[src/rtl/debounce_pkg.sv]
// ============================================================================
// Module : debounce_pkg
// Brief  : Shared state encoding and default parameters for debounce_event_gen.
// Rev    : 1.0 - initial release
// ============================================================================
`default_nettype none

package debounce_pkg;

  // Gray-ordered so that IDLE<->WAIT transitions flip a single bit.
  localparam logic [1:0] IDLE_LOW  = 2'b00;
  localparam logic [1:0] WAIT_HIGH = 2'b01;
  localparam logic [1:0] IDLE_HIGH = 2'b11;
  localparam logic [1:0] WAIT_LOW  = 2'b10;

  localparam int unsigned DEF_DB_CYCLES = 50000;
  localparam int unsigned DEF_DB_W      = 16;

  // With this encoding the two qualifying states are exactly those whose bits differ.
  function automatic logic is_wait(input logic [1:0] state);
    return state[1] ^ state[0];
  endfunction

endpackage

`default_nettype wire

[src/rtl/debounce_event_gen_sync2.sv]
// ============================================================================
// Module : sync2
// Brief  : Two-flop synchroniser with synchronous active-high clear.
// Rev    : 1.0 - initial release
// ============================================================================
`default_nettype none

module sync2 (
  input  logic CLK,
  input  logic CLEAR,
  input  logic i_d,
  output logic o_q
);

  logic r_s1;
  logic r_s2;

  always_ff @(posedge CLK) begin
    if (CLEAR) begin
      r_s1 <= 1'b0;
      r_s2 <= 1'b0;
    end else begin
      r_s1 <= i_d;
      r_s2 <= r_s1;
    end
  end

  assign o_q = r_s2;

endmodule

`default_nettype wire

[src/rtl/debounce_event_gen.sv]
// ============================================================================
// Module : debounce_event_gen
// Brief  : Synchronise and debounce a raw button; emit one-cycle press/release pulses.
// Rev    : 1.0 - initial release
// ============================================================================
`default_nettype none

module debounce_event_gen
  import debounce_pkg::*;
#(
  parameter int unsigned DB_W      = DEF_DB_W,
  parameter int unsigned DB_CYCLES = DEF_DB_CYCLES
) (
  input  logic CLK,
  input  logic CLEAR,
  input  logic BTN_IN,
  output logic EVENT,
  output logic RELEASE,
  output logic LEVEL,
  output logic BUSY
);

  localparam logic [DB_W-1:0] c_LAST = DB_W'(DB_CYCLES - 1);
  localparam logic [DB_W-1:0] c_ONE  = DB_W'(1);
  localparam logic [DB_W-1:0] c_ZERO = '0;

  logic            w_s2;
  logic [1:0]      r_state;
  logic [1:0]      w_state_nxt;
  logic [DB_W-1:0] r_cnt;
  logic [DB_W-1:0] w_cnt_nxt;
  logic            r_event;
  logic            r_release;
  logic            r_level;
  logic            r_busy;
  logic            w_event_nxt;
  logic            w_release_nxt;
  logic            w_level_nxt;

  sync2 u_sync (
    .CLK   (CLK),
    .CLEAR (CLEAR),
    .i_d   (BTN_IN),
    .o_q   (w_s2)
  );

  // The entering sample counts as the first stable cycle, hence cnt<=1 on entry.
  always_comb begin
    w_state_nxt   = r_state;
    w_cnt_nxt     = r_cnt;
    w_event_nxt   = 1'b0;
    w_release_nxt = 1'b0;
    w_level_nxt   = r_level;
    case (r_state)
      IDLE_LOW: begin
        if (w_s2) begin
          w_state_nxt = WAIT_HIGH;
          w_cnt_nxt   = c_ONE;
        end else begin
          w_cnt_nxt   = c_ZERO;
        end
      end
      WAIT_HIGH: begin
        if (!w_s2) begin
          w_state_nxt = IDLE_LOW;
          w_cnt_nxt   = c_ZERO;
        end else if (r_cnt == c_LAST) begin
          w_state_nxt = IDLE_HIGH;
          w_level_nxt = 1'b1;
          w_event_nxt = 1'b1;
          w_cnt_nxt   = c_ZERO;
        end else begin
          w_cnt_nxt   = r_cnt + c_ONE;
        end
      end
      IDLE_HIGH: begin
        if (!w_s2) begin
          w_state_nxt = WAIT_LOW;
          w_cnt_nxt   = c_ONE;
        end else begin
          w_cnt_nxt   = c_ZERO;
        end
      end
      WAIT_LOW: begin
        if (w_s2) begin
          w_state_nxt   = IDLE_HIGH;
          w_cnt_nxt     = c_ZERO;
        end else if (r_cnt == c_LAST) begin
          w_state_nxt   = IDLE_LOW;
          w_level_nxt   = 1'b0;
          w_release_nxt = 1'b1;
          w_cnt_nxt     = c_ZERO;
        end else begin
          w_cnt_nxt     = r_cnt + c_ONE;
        end
      end
      default: begin
        w_state_nxt = IDLE_LOW;
        w_cnt_nxt   = c_ZERO;
      end
    endcase
  end

  always_ff @(posedge CLK) begin
    if (CLEAR) begin
      r_state   <= IDLE_LOW;
      r_cnt     <= c_ZERO;
      r_event   <= 1'b0;
      r_release <= 1'b0;
      r_level   <= 1'b0;
      r_busy    <= 1'b0;
    end else begin
      r_state   <= w_state_nxt;
      r_cnt     <= w_cnt_nxt;
      r_event   <= w_event_nxt;
      r_release <= w_release_nxt;
      r_level   <= w_level_nxt;
      r_busy    <= is_wait(w_state_nxt);
    end
  end

  assign EVENT   = r_event;
  assign RELEASE = r_release;
  assign LEVEL   = r_level;
  assign BUSY    = r_busy;

endmodule

`default_nettype wire

[config.mk]
export PLATFORM = sky130hd
export DESIGN_NAME = debounce_event_gen
export DESIGN_NICKNAME = d
export VERILOG_FILES = /design/src/rtl/debounce_pkg.sv /design/src/rtl/debounce_event_gen_sync2.sv /design/src/rtl/debounce_event_gen.sv
export SDC_FILE = /design/constraint.sdc
export NUM_CORES = 1
export LEC_CHECK = 0
export BUFFER_PORTS_ARGS = -buffer_cell sky130_fd_sc_hd__buf_2
export CAP_MARGIN = 30
export CORE_UTILIZATION = 57
export CTS_BUF_LIST = sky130_fd_sc_hd__clkbuf_16
export CTS_CLUSTER_DIAMETER = 200
export DETAILED_ROUTE_END_ITERATION = 10
export PLACE_DENSITY = 0.76
export SKIP_LAST_GASP = 1
export SLEW_MARGIN = 20
export SYNTH_ARGS = -nofsm -noshare
export SYNTH_HDL_FRONTEND = slang
export SYNTH_SLANG_ARGS = --single-unit
[constraint.sdc]
create_clock -name CLK -period 1.83 [get_ports CLK]
set_input_delay 0.0915 -clock CLK [delete_from_list [all_inputs] [get_ports CLK]]
set_output_delay 0.0915 -clock CLK [all_outputs]
set_load 0.02 [all_outputs]
==> Word-level counts from Yosys, hierarchy flattened <==
Cells that the tools add are included.
{ "op_classes": {"n_addsub": 1, "eq_ne": 8, "mux": 19, "bitwise_logic": 4, "reduce_logical": 5} }
{ "op_table": {"columns": ["operator", "count"], "rows": [
  ["16-bit one-hot mux with 4 select lines", 1],
  ["16-bit 2-to-1 mux", 3],
  ["16-bit by 1-bit adder with 16-bit output, second input constant", 1],
  ["16-bit == test, second input constant", 1],
  ["2-bit 2-to-1 mux", 6],
  ["2-bit one-hot mux with 4 select lines", 1],
  ["1-bit 2-to-1 mux", 7],
  ["2-bit != test, second input constant", 3],
  ["3-bit OR reduction", 2],
  ["5-bit AND reduction", 1],
  ["2-bit == test, second input constant", 2],
  ["1-bit inverter", 3],
  ["2-bit by 1-bit == test with 1-bit output, second input constant", 1],
  ["2-bit zero test", 1],
  ["2-bit by 1-bit != test with 1-bit output, second input constant", 1],
  ["1-bit one-hot mux with 2 select lines", 1],
  ["2-bit nonzero test", 1],
  ["1-bit XOR", 1]
]} }
{ "totals": {"ff_bits": 24, "inputBits": 3, "wordCells": 45} }

==> Depth between registers and ports, before layout <==
{ "depth": {"ltp_word": 5, "mapped_depth": 7, "depth_no_buf": 5} }

==> By module <==
Synthesis repeated with hierarchy kept, for this count alone.
{ "hier_totals": {"cells_unflattened": 118, "hier_area_um2": 1096.1} }
{ "modules_own_cells": {"columns": ["mod", "instances", "cells_each", "area_each_um2"], "rows": [
  ["debounce_event_gen", 1, 114, 1043.5],
  ["sync2", 1, 4, 52.6]
]} }

==> Worst setup path before layout <==
No wires, ideal clock.
{ "synth_path": {"kind": "reg2reg", "startpoint": "register r_cnt[0]", "endpoint": "register r_level, in the netlist LEVEL", "setup_ps": 59, "arrival_time_ps": 1320, "t_required_ps": 1771, "slack_ps": 451, "path_stages_with_launch": 7, "period_less_slack_ps": 1379, "cell_sequence": "dfxtp_1 ha_1 and3_1 buf_2 nand4_4 nor3b_2 o221a_2"} }
{ "synth_via": {"elab_chain_len": 3} }
{ "synth_rtl": {"columns": ["item", "line", "rtl"], "rows": [
  ["start, declared", "debounce_event_gen.sv:30", "logic [DB_W-1:0] r_cnt;"],
  ["start signal, assigned", "debounce_event_gen.sv:107", "r_cnt <= c_ZERO;"],
  ["start signal, assigned", "debounce_event_gen.sv:114", "r_cnt <= w_cnt_nxt;"],
  ["16-bit == test *", "debounce_event_gen.sv:67, debounce_event_gen.sv:88", null],
  ["2-bit != test (no line)", null, null],
  ["5-bit AND reduction (no line) *", null, null],
  ["end signal, assigned", "debounce_event_gen.sv:117", "r_level <= w_level_nxt;"],
  ["end, declared", "debounce_event_gen.sv:34", "logic r_level;"]
]} }
Every way passes the cells marked *; elsewhere a longest branch is shown, timed or not.
A chain may end at the register's enable or synchronous reset.

==> Worst setup path after layout <==
Same ends and word-level chain as after synthesis.

==> metrics.log <==
[metrics] run status: complete, no violations
[metrics] proportion of netlist area held by the largest area contributor: 0.4248
[metrics] Die Span X: 46.55 um
[metrics] CTS root buf: sky130_fd_sc_hd__clkbuf_16
[metrics] slew margin rel.: 0.7607
[metrics] Core Area: 1802 um2
[metrics] sequential cell area fraction in the yosys report: 0.4248
[metrics] Die Span Y: 46.55 um
[metrics] hold buffer count at cts: 0
[metrics] worst min-delay path category: input port to flop
[metrics] most common flop cell mapped by yosys: sky130_fd_sc_hd__dfxtp_1
[metrics] Avg WL per Cell: 12.51 um
[metrics] Cell Area, Placed: 1152 um2
[metrics] Longest Clk Path Bufs: 2
[metrics] final weighted congestion in routability-driven placement: 0.7858
[metrics] DRT antenna net count: 0
[metrics] cells along the critical path: ha_1 -> and3_1 -> nand4_1 -> o221a_2
[metrics] Synth Net Count: 125
[metrics] share of layout cells above drive strength 1: 0.1520
[metrics] element type at the critical path start: flop
[metrics] launch point of the worst reg-to-reg path: r_cnt[0]
[metrics] area of the die: 2166 um2
[metrics] Required @ worst endpoint: 1980 ps
[metrics] number of buffers inserted by post-CTS setup repair: 0
[metrics] number of flops mapped to enable cells by yosys: 0
[metrics] clock insertion delay at the later pin of the skew report: 250 ps
[metrics] detailed-route wire length: 1876 um
[metrics] Gate Count Post-Synth: 121
[metrics] commonest cells after routing, fill and taps aside: sky130_fd_sc_hd__dfxtp_1, sky130_fd_sc_hd__nor2_1, sky130_fd_sc_hd__xnor2_1
[metrics] number of vias per cell: 5.473
[metrics] highest achievable clock rate: 0.6329 GHz
[metrics] number of clock sinks: 24
[metrics] final total power: 1.146 mW
[metrics] GR Util All Layers: 0.2101
[metrics] HPWL after detailed placement: 1359 um
[metrics] count of endpoints failing hold in the final timing report: 0
[metrics] number of logic stages on the critical path including buffering: 4
[metrics] number of instances resized during post-cts repair: 0
[metrics] site row count: 15
[metrics] max-slew violation count: 0
[metrics] Design Area, Final: 1257 um2
[metrics] FF-to-FF setup slack: 250 ps
[metrics] CTS tree: done
[metrics] synth warn: 0
[metrics] final count of negative-setup-slack endpoints: 0
[metrics] initial core utilization: 0.6278
[metrics] top cells by area in the synthesized netlist: sky130_fd_sc_hd__dfxtp_1, sky130_fd_sc_hd__xnor2_1, sky130_fd_sc_hd__nor2_1
[metrics] crit path buf inv count: 0
[metrics] WHS: 50.34 ps
[metrics] setup clock skew after layout: 3.964 ps
[metrics] sum of overflow across all layers after global routing: 0
[metrics] Synth async-reset ratio: 0
[metrics] ratio of total power to cell area: 911.0 nW/um2
[metrics] count of distinct cell types in the synthesized netlist: 34
[metrics] worst reg2reg path endpoint: LEVEL
[metrics] global-route wire length before repair: 3256 um
[metrics] Max-Cap Viols: 0
[metrics] highest-delay cell along the critical path: sky130_fd_sc_hd__dfxtp_1
[metrics] hold path startpoint: BTN_IN
[metrics] vias in the first global route: 737
[metrics] worst stage delay on the critical path: 380 ps
[metrics] post-layout min period: 1580 ps
[metrics] most common cell after layout, fill and taps aside: sky130_fd_sc_hd__dfxtp_1
[metrics] CP Data Arrival Time: 1730 ps
[metrics] measured slew at the worst slew-check pin: 355.6 ps
[metrics] DRC marker count from the first detailed-route iteration: 4
[metrics] drt pass-1 iters: 4
[metrics] worst setup path class: flop to flop
[metrics] Max Fanout on Critical Path: 5
[metrics] sort of element at the end of the critical path: flop
[metrics] number of cell instances on the worst register-to-register path: 4
[metrics] peak supply drop: 518.2 uV
[metrics] unrepaired setup endpoints after global routing: false
[metrics] number of antenna diodes: 0
[metrics] residual DRC count: 0
[metrics] cell area after technology mapping: 1131 um2
[metrics] synthesized flop and latch total: 24
[metrics] total CTS buffers: 3
[metrics] maximum number of pins on one net before global-route repair: 15
[metrics] Layout Nets: 130
[metrics] Boundary Pins: 7
[metrics] count of cells along the worst hold path: 2
[metrics] syn_area_per_cell: 9.348 um2
[metrics] maximum level of the CTS H-tree: 1
[metrics] area overhead of the layout relative to synthesis: 11.17%
[metrics] initial antenna violation count: 0
[metrics] leakage dissipation: 0.3895 nW
[metrics] hold path endpoint: u_sync.r_s1
[metrics] setup TNS: 0 ps
[metrics] cell type contributing the most total cell area after synthesis: sky130_fd_sc_hd__dfxtp_1
[metrics] share of the cycle needed by the critical path after routing: 0.8634
[metrics] Clk pin slew, worst setup/hold paths: 60 ps
[metrics] final core area utilization: 0.6979
[metrics] Via Count: 821
[metrics] count of input and output buffers: 6
[metrics] category of cells accounting for the largest share of critical-path delay: simple AND/OR/NAND/NOR gates
==> logic make-up after synthesis <==
logic type,synth area share
DFF,0.4248
xor gates and xnor gates,0.1084
adders and majority gates,0.01106
AOI/OAI and AO/OA,0.06638
and+or+nand+nor,0.3374
buffers and inverters,0.05199
==> synth_stat cells (2+ instances only) <==
master / number
sky130_fd_sc_hd__dfxtp_1: 24
sky130_fd_sc_hd__nor2_1: 18
sky130_fd_sc_hd__xnor2_1: 12
sky130_fd_sc_hd__nand3_1: 6
sky130_fd_sc_hd__nor3_1: 6
sky130_fd_sc_hd__inv_1: 5
sky130_fd_sc_hd__nand4_1: 4
sky130_fd_sc_hd__nor2b_1: 4
sky130_fd_sc_hd__nor4_1: 4
sky130_fd_sc_hd__o21ai_0: 4
sky130_fd_sc_hd__nand2_1: 3
sky130_fd_sc_hd__a21oi_1: 2
sky130_fd_sc_hd__and3_1: 2
sky130_fd_sc_hd__and4b_1: 2
sky130_fd_sc_hd__buf_2: 2
sky130_fd_sc_hd__buf_6: 2
sky130_fd_sc_hd__clkbuf_1: 2
sky130_fd_sc_hd__nor4b_1: 2
sky130_fd_sc_hd__xor2_1: 2
==> cell type report <==
class | instances | area [um2]
inverter | 5 | 18.77
fill | 141 | 544.3
multi-input combinational | 86 | 591.8
timing repair buffer | 6 | 30.03
clock inverter | 1 | 30.03
clock buffer | 3 | 75.07
sequential | 24 | 480.5
tap | 25 | 31.28
==> power breakdown <==
part	internal [mW]	switching (mW)	total, mW
combinational	0.00560	0.00778	0.0134
sequential	0.526	0.00359	0.530
clock	0.434	0.168	0.602
total	0.966	0.180	1.15
==> state kept, by name, summed over array words and instances, names as in the netlist <==
name and flops:
r_cnt 16, r_state 2, BUSY 1, EVENT 1, LEVEL 1, RELEASE 1, u_sync.o_q 1, u_sync.r_s1 1
==> metrics by stage <==
step           instances  setup slack (ps)
3_3_place_gp         146             329.0
2_1_floorplan        121             451.4
5_1_grt              150             146.3
6_report             150             250.0
4_1_cts              150             251.4
3_5_place_dp         146             269.3
==> worst reg2reg max path, stage by stage (launching register included) <==
cell                      delay [ps]
sky130_fd_sc_hd__dfxtp_1         380
sky130_fd_sc_hd__ha_1            220
sky130_fd_sc_hd__and3_1          320
sky130_fd_sc_hd__nand4_1         230
sky130_fd_sc_hd__o221a_2         330
==> layer usage <==
layer | share of wire | GRT usage
met5 | 0 | 0
met4 | 0.0048 | 0.08235
met3 | 0.029 | 0.03529
met2 | 0.44 | 0.3111
met1 | 0.52 | 0.2986
==> worst max-delay path by stage <==
stage                     startpoint         to  slack [ps]
final                       r_cnt[0]      LEVEL         250
after floorplan             r_cnt[0]      LEVEL         450
after detailed placement    r_cnt[0]      LEVEL         270
after global routing        r_cnt[0]  r_cnt[11]         150
after global placement      r_cnt[0]      LEVEL         330
after CTS                   r_cnt[0]      LEVEL         250
Power figures use the tool's default switching activity.
